[config.mk]
export PLATFORM = sky130hd
export DESIGN_NAME = if_stage
export DESIGN_NICKNAME = d
export VERILOG_FILES = /design/src/rtl/if_stage.sv
export SDC_FILE = /design/constraint.sdc
export NUM_CORES = 1
export LEC_CHECK = 0
export BUFFER_PORTS_ARGS = -buffer_cell sky130_fd_sc_hd__buf_2
export CAP_MARGIN = 40
export CORE_ASPECT_RATIO = 1.1
export CORE_MARGIN = 1
export CORE_UTILIZATION = 41
export DETAILED_ROUTE_END_ITERATION = 10
export PLACE_DENSITY = 0.62
export SYNTH_ARGS = -nofsm -noshare
export SYNTH_HDL_FRONTEND = slang
export SYNTH_SLANG_ARGS = --single-unit
[constraint.sdc]
create_clock -name clk -period 20 [get_ports clk]
set_input_delay 1 -clock clk [delete_from_list [all_inputs] [get_ports clk]]
set_output_delay 1 -clock clk [all_outputs]
set_load 0.01 [all_outputs]
[src/rtl/if_stage.sv]
// -----------------------------------------------------------------------------
// if_stage -- instruction-fetch stage of the five-stage RV64I core.
//
// Owns the PC and keeps at most one fetch in flight on a req/ack instruction
// memory port. A returned word is registered with its PC for id_stage. When
// decode stalls, one extra word is parked in a skid slot. Branch/jump
// redirects from execute discard every wrong-path fetch. A request that is
// already in flight is never aborted or re-addressed: its data is dropped.
//
// Ports:
//   clk             core clock, rising edge
//   rst             asynchronous active-high reset
//   stall           decode cannot accept; output held while inst_valid & stall
//   redirect_valid  taken branch/jump resolved this cycle
//   redirect_pc     redirect target (bits [1:0] ignored)
//   imem_req        fetch request, held until imem_ack
//   imem_addr       fetch address, stable while the request is pending
//   imem_ack        read complete (may be combinational with imem_req)
//   imem_rdata      instruction word, valid with imem_ack
//   inst_valid      inst/inst_addr hold a valid instruction
//   inst            instruction to id_stage
//   inst_addr       PC of inst
// -----------------------------------------------------------------------------
module if_stage #(
  parameter logic [63:0] RESET_PC = 64'h0000_0000_8000_0000
) (
  input  logic        clk,
  input  logic        rst,
  input  logic        stall,
  input  logic        redirect_valid,
  input  logic [63:0] redirect_pc,
  output logic        imem_req,
  output logic [63:0] imem_addr,
  input  logic        imem_ack,
  input  logic [31:0] imem_rdata,
  output logic        inst_valid,
  output logic [31:0] inst,
  output logic [63:0] inst_addr
);

  typedef enum logic [1:0] {
    S_IDLE = 2'd0,
    S_REQ  = 2'd1,
    S_DROP = 2'd2,
    S_FULL = 2'd3
  } state_t;

  state_t      state_r,      state_n;
  logic [63:0] pc_r,         pc_n;
  logic [63:0] pc_old_r,     pc_old_n;
  logic [31:0] skid_inst_r,  skid_inst_n;
  logic [63:0] skid_addr_r,  skid_addr_n;
  logic        inst_valid_r, inst_valid_n;
  logic [31:0] inst_r,       inst_n;
  logic [63:0] inst_addr_r,  inst_addr_n;

  logic        can_accept_s;
  logic [63:0] pc_inc_s;

  assign can_accept_s = ~inst_valid_r | ~stall;
  // Modular 64-bit increment: ...FFFC + 4 wraps to 0.
  assign pc_inc_s     = pc_r + 64'd4;

  // Memory port is decoded from registered state only, so there is no
  // combinational path from imem_ack, stall or redirect_valid.
  assign imem_req   = (state_r == S_REQ) || (state_r == S_DROP);
  assign imem_addr  = (state_r == S_DROP) ? pc_old_r : pc_r;
  assign inst_valid = inst_valid_r;
  assign inst       = inst_r;
  assign inst_addr  = inst_addr_r;

  // Next-state and datapath update for the fetch FSM.
  always_comb begin
    state_n     = state_r;
    pc_n        = pc_r;
    pc_old_n    = pc_old_r;
    skid_inst_n = skid_inst_r;
    skid_addr_n = skid_addr_r;
    inst_n      = inst_r;
    inst_addr_n = inst_addr_r;
    // A consumed (or empty) output goes invalid unless refilled below.
    if (can_accept_s) begin
      inst_valid_n = 1'b0;
    end else begin
      inst_valid_n = inst_valid_r;
    end

    if (redirect_valid) begin
      // Redirect wins over everything, including stall.
      pc_n         = {redirect_pc[63:2], 2'b00};
      inst_valid_n = 1'b0;
      skid_inst_n  = 32'd0;
      skid_addr_n  = 64'd0;
      case (state_r)
        S_IDLE: state_n = S_REQ;
        S_REQ: begin
          if (imem_ack) begin
            state_n = S_REQ;
          end else begin
            // Request still in flight: remember its address and drain it.
            state_n  = S_DROP;
            pc_old_n = pc_r;
          end
        end
        S_DROP: begin
          if (imem_ack) begin
            state_n = S_REQ;
          end else begin
            state_n = S_DROP;
          end
        end
        S_FULL:  state_n = S_REQ;
        default: state_n = S_IDLE;
      endcase
    end else begin
      case (state_r)
        S_IDLE: state_n = S_REQ;
        S_REQ: begin
          if (imem_ack) begin
            pc_n = pc_inc_s;
            if (can_accept_s) begin
              inst_valid_n = 1'b1;
              inst_n       = imem_rdata;
              inst_addr_n  = pc_r;
              state_n      = S_REQ;
            end else begin
              skid_inst_n = imem_rdata;
              skid_addr_n = pc_r;
              state_n     = S_FULL;
            end
          end else begin
            state_n = S_REQ;
          end
        end
        S_DROP: begin
          if (imem_ack) begin
            state_n = S_REQ;
          end else begin
            state_n = S_DROP;
          end
        end
        S_FULL: begin
          if (!stall) begin
            inst_valid_n = 1'b1;
            inst_n       = skid_inst_r;
            inst_addr_n  = skid_addr_r;
            state_n      = S_REQ;
          end else begin
            state_n = S_FULL;
          end
        end
        default: state_n = S_IDLE;
      endcase
    end
  end

  // State and datapath registers with asynchronous reset.
  always_ff @(posedge clk or posedge rst) begin
    if (rst) begin
      state_r      <= S_IDLE;
      pc_r         <= RESET_PC;
      pc_old_r     <= 64'd0;
      skid_inst_r  <= 32'd0;
      skid_addr_r  <= 64'd0;
      inst_valid_r <= 1'b0;
      inst_r       <= 32'd0;
      inst_addr_r  <= 64'd0;
    end else begin
      state_r      <= state_n;
      pc_r         <= pc_n;
      pc_old_r     <= pc_old_n;
      skid_inst_r  <= skid_inst_n;
      skid_addr_r  <= skid_addr_n;
      inst_valid_r <= inst_valid_n;
      inst_r       <= inst_n;
      inst_addr_r  <= inst_addr_n;
    end
  end

endmodule

Yosys cells after proc, flatten, opt, wreduce, memory -nomap -nowiden

Index checks and enable logic that the tools add are counted.
Widths: inputs -> output; s select.

Muxes and demuxes: 33
$mul: 0
Equal/unequal tests: 7
Order comparisons: 0
Shifts and indexed selects: 0
$add $sub $neg: 1
Reductions and logical operators: 11
Bitwise gates (word level): 5
Divide/modulo/power cells: 0

Operator list:

| cell                  | count |
|---|---|
| $mux 64               | 11 |
| $mux 32               | 7 |
| $pmux 64 s2           | 1 |
| $add 64x3->64 const B | 1 |
| $pmux 32 s2           | 1 |
| $mux 2                | 5 |
| $ne 2x2->1 const B    | 4 |
| $pmux 2 s4            | 1 |
| $reduce_and 3->1      | 2 |
| $reduce_bool 2->1     | 3 |
| $mux 1                | 5 |
| $reduce_and 5->1      | 1 |
| $eq 2x2->1 const B    | 2 |
| $not 1->1             | 4 |
| $pmux 2 s2            | 1 |
| $reduce_or 2->1       | 2 |
| $eq 2x1->1 const B    | 1 |
| $logic_not 2->1       | 1 |
| $pmux 1 s2            | 1 |
| $reduce_and 2->1      | 1 |
| $logic_or 1x1->1      | 1 |
| $or 1x1->1            | 1 |

ROM bits: 0
Bits in latches: 0
Bits in writable memories: 0
Input port bits: 101
Register bits: 323
Output and inout bits: 162
Word-level logic and storage cells: 65
Memories kept: 0

Logic depth before layout (Yosys ltp)

Gate-level depths: netlist of the first run.

Depth in word-level cells: 7
Depth in mapped cells: 10

Worst setup path after synthesis of the first run

OpenSTA, ideal clock, no wires.

Kind: reg2out
Start point: register state_r[0]
End point: output port imem_addr[26]
Data required time: 19.000 ns
Cell stages (with the launch flop): 8
Setup slack: 17.418 ns
Buffers on the path: 3
Data arrival time: 1.582 ns
Cells stage by stage: dfrtp_1 -> inv_1 -> ha_1 -> clkbuf_1 -> clkbuf_1 -> clkbuf_1 -> nand2_1 -> o21ai_0

Longest elaborated chain between the ends: 2

Ends and longest elaborated chain:

| item                     | line | source |
|---|---|---|
| start: declaration       | 48   | `state_t state_r, state_n;` |
| start signal: assignment | 169  | `state_r <= state_n;` |
| $eq 2x2->1               | 67   | `assign imem_addr = (state_r == S_DROP) ? pc_old_r : pc_r;` |
| $mux 64                  | 67   |  |
| end: declaration         | 33   | `output logic [63:0] imem_addr,` |

No other way between the ends.

Worst setup path in the final report of the first run

Start point: register state_r[1]
End point: register inst_r[4], in the netlist inst[4]

Longest elaborated chain between the ends: 3
Elaborated cells on any way between the ends: 8
Classes of those cells: eq/ne (5); mux (1); reduce/logical (2)

Ends and longest elaborated chain:

| item                                                                    | line | source |
|---|---|---|
| $eq 2x1->1 / $eq 2x2->1 (equally long branches)                         | 116  | `case (state_r)` |
| $ne 2x2->1 (no source line) / $reduce_bool 2->1 (equally long branches) | n/a  |  |
| $reduce_and 5->1 (no source line)                                       | n/a  |  |
| end signal: assignment                                                  | 175  | `inst_r <= inst_n;` |
| end: declaration                                                        | 54   | `logic [31:0] inst_r, inst_n;` |

Parallel ways exist; a longest one is shown, timed or not.
A chain may end at the register's enable or synchronous reset.

==> results of run 1 <==
==> synth_stat cells, types with 9 or more instances <==
cell type / number
dfrtp_1: 316
nand4_1: 23
o21ai_0: 147
nand2_1: 184
o31ai_1: 10
a22o_1: 94
a31oi_1: 21
nor4_1: 9
or4_1: 19
inv_1: 11
buf_1: 19
buf_2: 13
nor2_1: 28
nand3_1: 39
clkbuf_1: 92
xor2_1: 19
mux2i_1: 98
xnor2_1: 12
mux2_2: 112
==> logic make-up after synthesis <==
family,Yosys count,share of synthesized area [%]
flip-flops,317,53.8
AND/OR/NAND/NOR,357,11.9
multiplexers,210,15.2
adder cells (fa/ha/maj),5,0.424
AO/OA/AOI/OAI,291,13.0
buffers and inverters,142,3.88
other,1,0.0254
XOR/XNOR,31,1.84
==> worst max-delay path: stages (launching register included) <==
cell and delay, ns:
dfrtp_1 0.47, ha_4 0.59, buf_4 0.70, o21ai_0 0.22, o2bb2ai_1 0.19, nand2_4 0.33
buf_12 0.28, buf_4 0.35, buf_16 0.28, o21ai_0 0.14
==> final cells by class <==
cell class	instances	area [µm²]
fill	3299	17700
inverter	11	48.8
sequential	317	7930
clock inverter	11	141
multi-input combinational	896	6320
tap	481	602
timing repair buffer	279	1550
clock buffer	46	1010
==> registers in the layout (all words and copies together) (netlist names) <==
register / cells
skid_addr_r: 63
pc_old_r: 62
state_r: 2
inst: 32
pc_r: 62
skid_inst_r: 32
inst_valid: 1
inst_addr: 63
==> layer usage <==
metal	wire [µm]	global-route usage, %	part of all wire [%]	vias up
met5	0	0	0	-
met4	768	5.65	2.0	0
met3	1620	3.41	4.2	51
met2	18200	34.0	47	255
met1	18100	29.8	47	5510
li1	-	-	-	5224
==> layout by cell type, fill, tap and decap left out, types with 20 or more instances in the layout <==
master | netlist | routed
o21ai_0 | 147 | 147
clkbuf_16 | 0 | 37
a31oi_1 | 21 | 20
mux2_2 | 112 | 112
nand3_1 | 39 | 38
a22o_1 | 94 | 94
nand4_1 | 23 | 23
nor2_1 | 28 | 28
mux2i_1 | 98 | 98
nand2_1 | 184 | 183
dfrtp_1 | 316 | 316
buf_2 | 13 | 258
==> worst paths after layout <==
| path | end | startpoint |
|---|---|---|
| hold / removal | inst_addr[52] | inst_addr[52] |
| hold reg to reg | inst_addr[52] | inst_addr[52] |
| setup reg to reg | inst[4] | state_r[1] |
| min in group asynchronous | inst_addr[8] | rst |
| max in group asynchronous | pc_r[31] | rst |
| setup / recovery | inst[4] | state_r[1] |
==> power breakdown <==
| part | switching (mW) | leakage, nW | internal, mW | total [mW] |
|---|---|---|---|---|
| combinational | 0.329 | 3.39 | 0.272 | 0.601 |
| clock | 0.263 | 0.559 | 0.393 | 0.656 |
| sequential | 0.111 | 4.02 | 0.814 | 0.925 |
| total | 0.703 | 7.97 | 1.48 | 2.18 |
==> metrics.md, run 1 <==
| Metric | Value |
|---|---|
| CTS tree | `built` |
| Die X | `183 µm` |
| Final core area utilization | `49.8%` |
| Routed WL | `38.7 mm` |
| Chip height | `201 µm` |
| Post-Syn Instances | `1,354` |
| Die ar. | `0.0367 mm²` |
| DRC viols | `0` |
| Synth cell types | `50` |
| CTS Buf Count | `35` |
| Final WS setup | `16.24 ns` |
| Number of synthesized flops with an enable pin | `0` |
| Top cells by area, synth | `dfrtp_1 54%, mux2_2 8.5%, mux2i_1 6.6%` |
| # rows | `between 70 and 80` |
| Deepest clock path buffer count | `3` |
| R2R setup slack | `16.24 ns` |
| Gr usage total | `a little over a fifth` |
| RSZ-0062 raised after global routing | `no` |
| CP endpoint kind | `flip-flop` |
| Clk_lat worst skew | `0.52 ns` |
| Core Region | `0.0353 mm²` |
| Vias | `roughly 11,000` |
| Min Tclk post-route | `3.76 ns` |
| # diodes | `0` |
| Post-CTS resize count | `0` |
| Area Growth Syn to Fin | `19.3%` |
| Setup TNS | `0 ns` |
| Total power | `2.18 mW` |
| Share of layout cells above drive strength 1 | `29.4%` |
| Crit start category | `flip-flop` |
| Postcts setup bufs | `0` |
| Slew margin rel. | `42.8%` |
| Root buffer cell | `clkbuf_16` |
| Clock transition at path regs | `about 0.060 ns` |
| WP data arrival | `roughly 4.2 ns` |
| Placed cell area | `roughly 0.016 mm²` |
| Worst Tran Pin Value | `0.858 ns` |
| Non-Filler Instances | `2,041` |
| WS Path Type | `reg2reg` |
| Post-synthesis cell area | `0.0148 mm²` |
| Final Cycle Share | `18.8%` |
| CTS Hold Bufs | `0` |
| Maximum fanout along the worst path | `72` |
| Iteration-0 DRC count of the detailed router | `499` |
| Clock Skews | `around 0.0089 ns` |
| Reg2Reg Depth | `9` |
| Post-synth top area share | `53.6%` |
| Via/cell ratio | `5.41` |
| Worst hold slack | `0.470 ns` |
| Antenna violation net count after detailed routing | `0` |
| Yosys top cell by area | `dfrtp_1` |
| Leakage power | `7.97 nW` |
| Run status | `complete, no violations` |
| Routed length per instance | `18.9 µm` |
| Ys flop type | `dfrtp_1` |
| DR pass1 iterations | `5` |
| Final setup fails | `0` |
| Final Cell Area | `0.0176 mm²` |
| Hpwl dp | `24.9 mm` |
| Pre-CTS setup slack | `roughly 16 ns` |
| H-tree depth | `2` |
| Num ports | `approximately 260` |
| Hold Crit Depth | `2` |
| I/O Buffers | `258` |
| Register area share after synthesis | `~54%` |
| Yosys warnings | `0` |
| CTS Sinks | `317` |
| NumNets Final | `~1,600` |
| Asr flop ratio synth | `100%` |
| Max cap viols | `0` |
| Initial antenna violation count | `0` |
| RePlAce Congestion | `0.772` |
| Placed cells | `1,984` |
| Vias in the first global route | `10,821` |
| VDD IR max | `around 0.000066 V` |
| Largest net degree at the start of global routing | `88` |
| Worst hold path class | `reg2reg` |
| Power density over the cells | `about 120 mW/mm²` |
| Syn avg cell area | `10.9 µm²` |
| Global-route wire length before repair | `a little over 60 mm` |
| Max frequency | `approximately 270 MHz` |
| #FFs+latches synth | `317` |
| Slew Limit Fails | `0` |
| Starting Density | `41.8%` |
| Endpoints failing hold | `0` |
| Req. time, crit path | `20.39 ns` |
| Grt total ovfl | `0` |
Power figures use the tool's default switching activity.
==> run 2, diff against run 1 <==
Settings changed: ABC_AREA set to 1, PLACE_DENSITY 0.62 to 0.64.
Clock period 20 ns to 3.4 ns, I/O delays scaled along.
==> metrics.md, run 2 <==
| Metric | Value |
|---|---|
| Bufs and invs on worst path | `3 (was 4)` |
| Cell with the most instances after synthesis | `nand2_1 (was dfrtp_1)` |
| Core Region | `0.0372 mm² (was 0.0353 mm²)` |
| Crit start category | `flip-flop (unchanged)` |
| Most frequent cells in the layout | `585 x nand2_1, 316 x dfrtp_1, 258 x buf_2 (was 316 x dfrtp_1, 258 x buf_2, 183 x nand2_1)` |
| Yosys top cell by area | `dfrtp_1 (unchanged)` |
| DR pass1 iterations | `6 (was 5)` |
| Req. time, crit path | `3.83 ns (was 20.39 ns)` |
| Register area share after synthesis | `51.2% (was 53.8%)` |
| #FFs+latches synth | `317 (unchanged)` |
| Share of layout cells above drive strength 1 | `15.8% (was 29.4%)` |
| Final Cell Area | `0.0194 mm² (was 0.0176 mm²)` |
| Die ar. | `0.0386 mm² (was 0.0367 mm²)` |
| Chip height | `206 µm (was 201 µm)` |
| CTS Buf Count | `36 (was 35)` |
| Post-Syn Instances | `2,011 (was 1,354)` |
| Setup TNS | `0 ns (unchanged)` |
| Ys flop type | `dfrtp_1 (unchanged)` |
| Most common cell after layout, fill and taps aside | `nand2_1 (was dfrtp_1)` |
| Hpwl dp | `33.6 mm (was 24.9 mm)` |
| Fill count | `3,551 (was 3,299)` |
| Post-CTS resize count | `0 (unchanged)` |
| Routed length per instance | `17.6 µm (was 18.9 µm)` |
| Grt total ovfl | `0 (unchanged)` |
| WP data arrival | `3.06 ns (was 4.15 ns)` |
| Starting Density | `41.6% (was 41.8%)` |
| Iteration-0 DRC count of the detailed router | `1,253 (was 499)` |
| Worst hold slack | `0.0310 ns (was 0.470 ns)` |
| RePlAce Congestion | `0.955 (was 0.772)` |
| Vias | `14,784 (was 11,040)` |
| Via/cell ratio | `5.22 (was 5.41)` |
| Initial antenna violation count | `0 (unchanged)` |
| I/O Buffers | `258 (unchanged)` |
| CTS Sinks | `317 (unchanged)` |
| RSZ-0062 raised after global routing | `no (unchanged)` |
| Vias in the first global route | `14,250 (was 10,821)` |
| Max frequency | `380 MHz (was 266 MHz)` |
| CP endpoint kind | `flip-flop (unchanged)` |
| Post-synthesis cell area | `0.0155 mm² (was 0.0148 mm²)` |
| Slew margin rel. | `48.5% (was 42.8%)` |
| Slowest-stage cell, CP | `buf_12 (was buf_4)` |
| Final Cycle Share | `77.3% (was 18.8%)` |
| Number of synthesized flops with an enable pin | `0 (unchanged)` |
| Syn avg cell area | `7.70 µm² (was 10.9 µm²)` |
| Worst hold path class | `in2reg (was reg2reg)` |
| Deepest clock path buffer count | `3 (unchanged)` |
| Root buffer cell | `clkbuf_16 (unchanged)` |
| Pre-CTS setup slack | `0.832 ns (was 16.19 ns)` |
| Routed WL | `49.9 mm (was 38.7 mm)` |
| Ordered list of cells on the worst path | `inv_1 > ha_1 > nand2_1 > inv_2 > nor2_1 > nor4_2 > buf_12 > nor2_1 > a31oi_1 (was ha_4 > buf_4 > o21ai_0 > o2bb2ai_1 > nand2_4 > buf_12 > buf_4 > buf_16 > o21ai_0)` |
| Largest net degree at the start of global routing | `129 (was 88)` |
| Die X | `187 µm (was 183 µm)` |
| Top cells by area, synth | `dfrtp_1 51%, nand2_1 14%, o21ai_0 6.3% (was dfrtp_1 54%, mux2_2 8.5%, mux2i_1 6.6%)` |
| Final core area utilization | `52.2% (was 49.8%)` |
| Delay-heaviest family, CP | `buffers and inverters (unchanged)` |
| WS Path Type | `reg2reg (unchanged)` |
| Clock Skews | `0.0113 ns (was 0.00890 ns)` |
| Placed cell area | `0.0173 mm² (was 0.0164 mm²)` |
| VDD IR max | `0.000404 V (was 0.0000662 V)` |
| Slew Limit Fails | `0 (unchanged)` |
| Clock transition at path regs | `0.06 ns (about the same)` |
| Clk_lat worst skew | `0.53 ns (was 0.52 ns)` |
| Post-synth top area share | `51.1% (was 53.6%)` |
| Max cap viols | `0 (unchanged)` |
| Antenna violation net count after detailed routing | `0 (unchanged)` |
| Global-route wire length before repair | `79.1 mm (was 61.9 mm)` |
| Asr flop ratio synth | `100% (unchanged)` |
| Leakage power | `8.83 nW (was 7.97 nW)` |
| CTS tree | `built (unchanged)` |
| DRC viols | `0 (unchanged)` |
| Synth top cells by count | `586 x nand2_1, 316 x dfrtp_1, 214 x nor2_1 (was 316 x dfrtp_1, 184 x nand2_1, 147 x o21ai_0)` |
| Yosys warnings | `0 (unchanged)` |
| Maximum fanout along the worst path | `128 (was 72)` |
| Final setup fails | `0 (unchanged)` |
| Worst Tran Pin Value | `0.770 ns (was 0.858 ns)` |
| Final WS setup | `0.771 ns (was 16.24 ns)` |
| Run status | `complete, no violations (unchanged)` |
| NumNets Final | `2,417 (was 1,646)` |
| Min Tclk post-route | `2.63 ns (was 3.76 ns)` |
| Placed cells | `2,675 (was 1,984)` |
| Total power | `14.4 mW (was 2.18 mW)` |
| H-tree depth | `2 (unchanged)` |
| Gr usage total | `26.1% (was 21.2%)` |
| Power density over the cells | `738 mW/mm² (was 124 mW/mm²)` |
| Endpoints failing hold | `0 (unchanged)` |
| Postcts setup bufs | `0 (unchanged)` |
| Peak per-stage delay on the critical path | `0.49 ns (was 0.70 ns)` |
| Area Growth Syn to Fin | `25.6% (was 19.3%)` |
| Synth cell types | `38 (was 50)` |
| Num ports | `263 (unchanged)` |
| # rows | `74 (was 72)` |
| Most frequent CP cell | `nor2_1` |
| Non-Filler Instances | `2,832 (was 2,041)` |
[run 2: cell types whose count changed after synthesis, moves of 75 or more]
| cell | before | now |
|---|---|---|
| nand2_1 | 184 | 586 |
| nand3_1 | 39 | 114 |
| mux2i_1 | 98 | 0 |
| a31oi_1 | 21 | 96 |
| inv_1 | 11 | 213 |
| a22o_1 | 94 | 0 |
| nor2_1 | 28 | 214 |
| mux2_2 | 112 | 0 |
[run 2: report_power, final]
part,switching [mW],internal (mW),total [mW]
logic,2.91,1.68,4.58
registers,0.823,4.90,5.72
clock network,1.60,2.46,4.05
total,5.33,9.03,14.4
[run 2: final cells by class]
class	instances	area (µm²)	area share, %
Sequential cell	317	7930	40.8
Multi-Input combinational cell	1364	6300	32.4
Timing Repair Buffer	375	2530	13.0
Clock buffer	50	1080	5.58
Inverter	217	818	4.21
Tap cell	494	618	3.18
Clock inverter	13	156	0.804
Antenna cell	2	5.00	0.0257
[run 2: worst paths after layout]
check	start	to	slack, ns	depth (start not counted)
worst max-delay path	state_r[1]	inst[5]	0.77	9
worst min-delay path	redirect_pc[55]	pc_r[55]	0.03	5
worst max register to register	state_r[1]	inst[5]	0.77	9
worst min register to register	pc_old_r[49]	pc_old_r[49]	0.48	2
max in group asynchronous	rst	inst_addr[48]	2.17	4
min in group asynchronous	rst	pc_old_r[12]	0.34	3
[run 2: worst register-to-register path, stage by stage, from the launching register on]
cell     delay, ns
dfrtp_1       0.46
inv_1         0.13
ha_1          0.26
nand2_1       0.11
inv_2         0.23
nor2_1        0.10
nor4_2        0.43
buf_12        0.49
nor2_1        0.15
a31oi_1       0.18
[run 2: kinds of logic after synthesis]
family	after synthesis	synth area share [%]
xor+xnor	10	0.565
fa+ha+maj	5	0.404
simple gates	948	24.5
compound gates	399	14.7
buf+inv	331	8.51
flops	317	51.2
other cells	1	0.0242
[run 2: what timing repair did]
action	in CTS	in global routing
hold buffers	92	0
setup endpoints to repair	0	0
hold endpoints to repair	144	0
[run 2: layer usage]
metal | up-vias | part of all wire [%] | track usage, %
li1 | 7119 | - | -
met1 | 6998 | 43 | 34.9
met2 | 570 | 47 | 42.6
met3 | 97 | 6.6 | 3.58
met4 | 0 | 3.6 | 10.7
met5 | - | 0 | 0
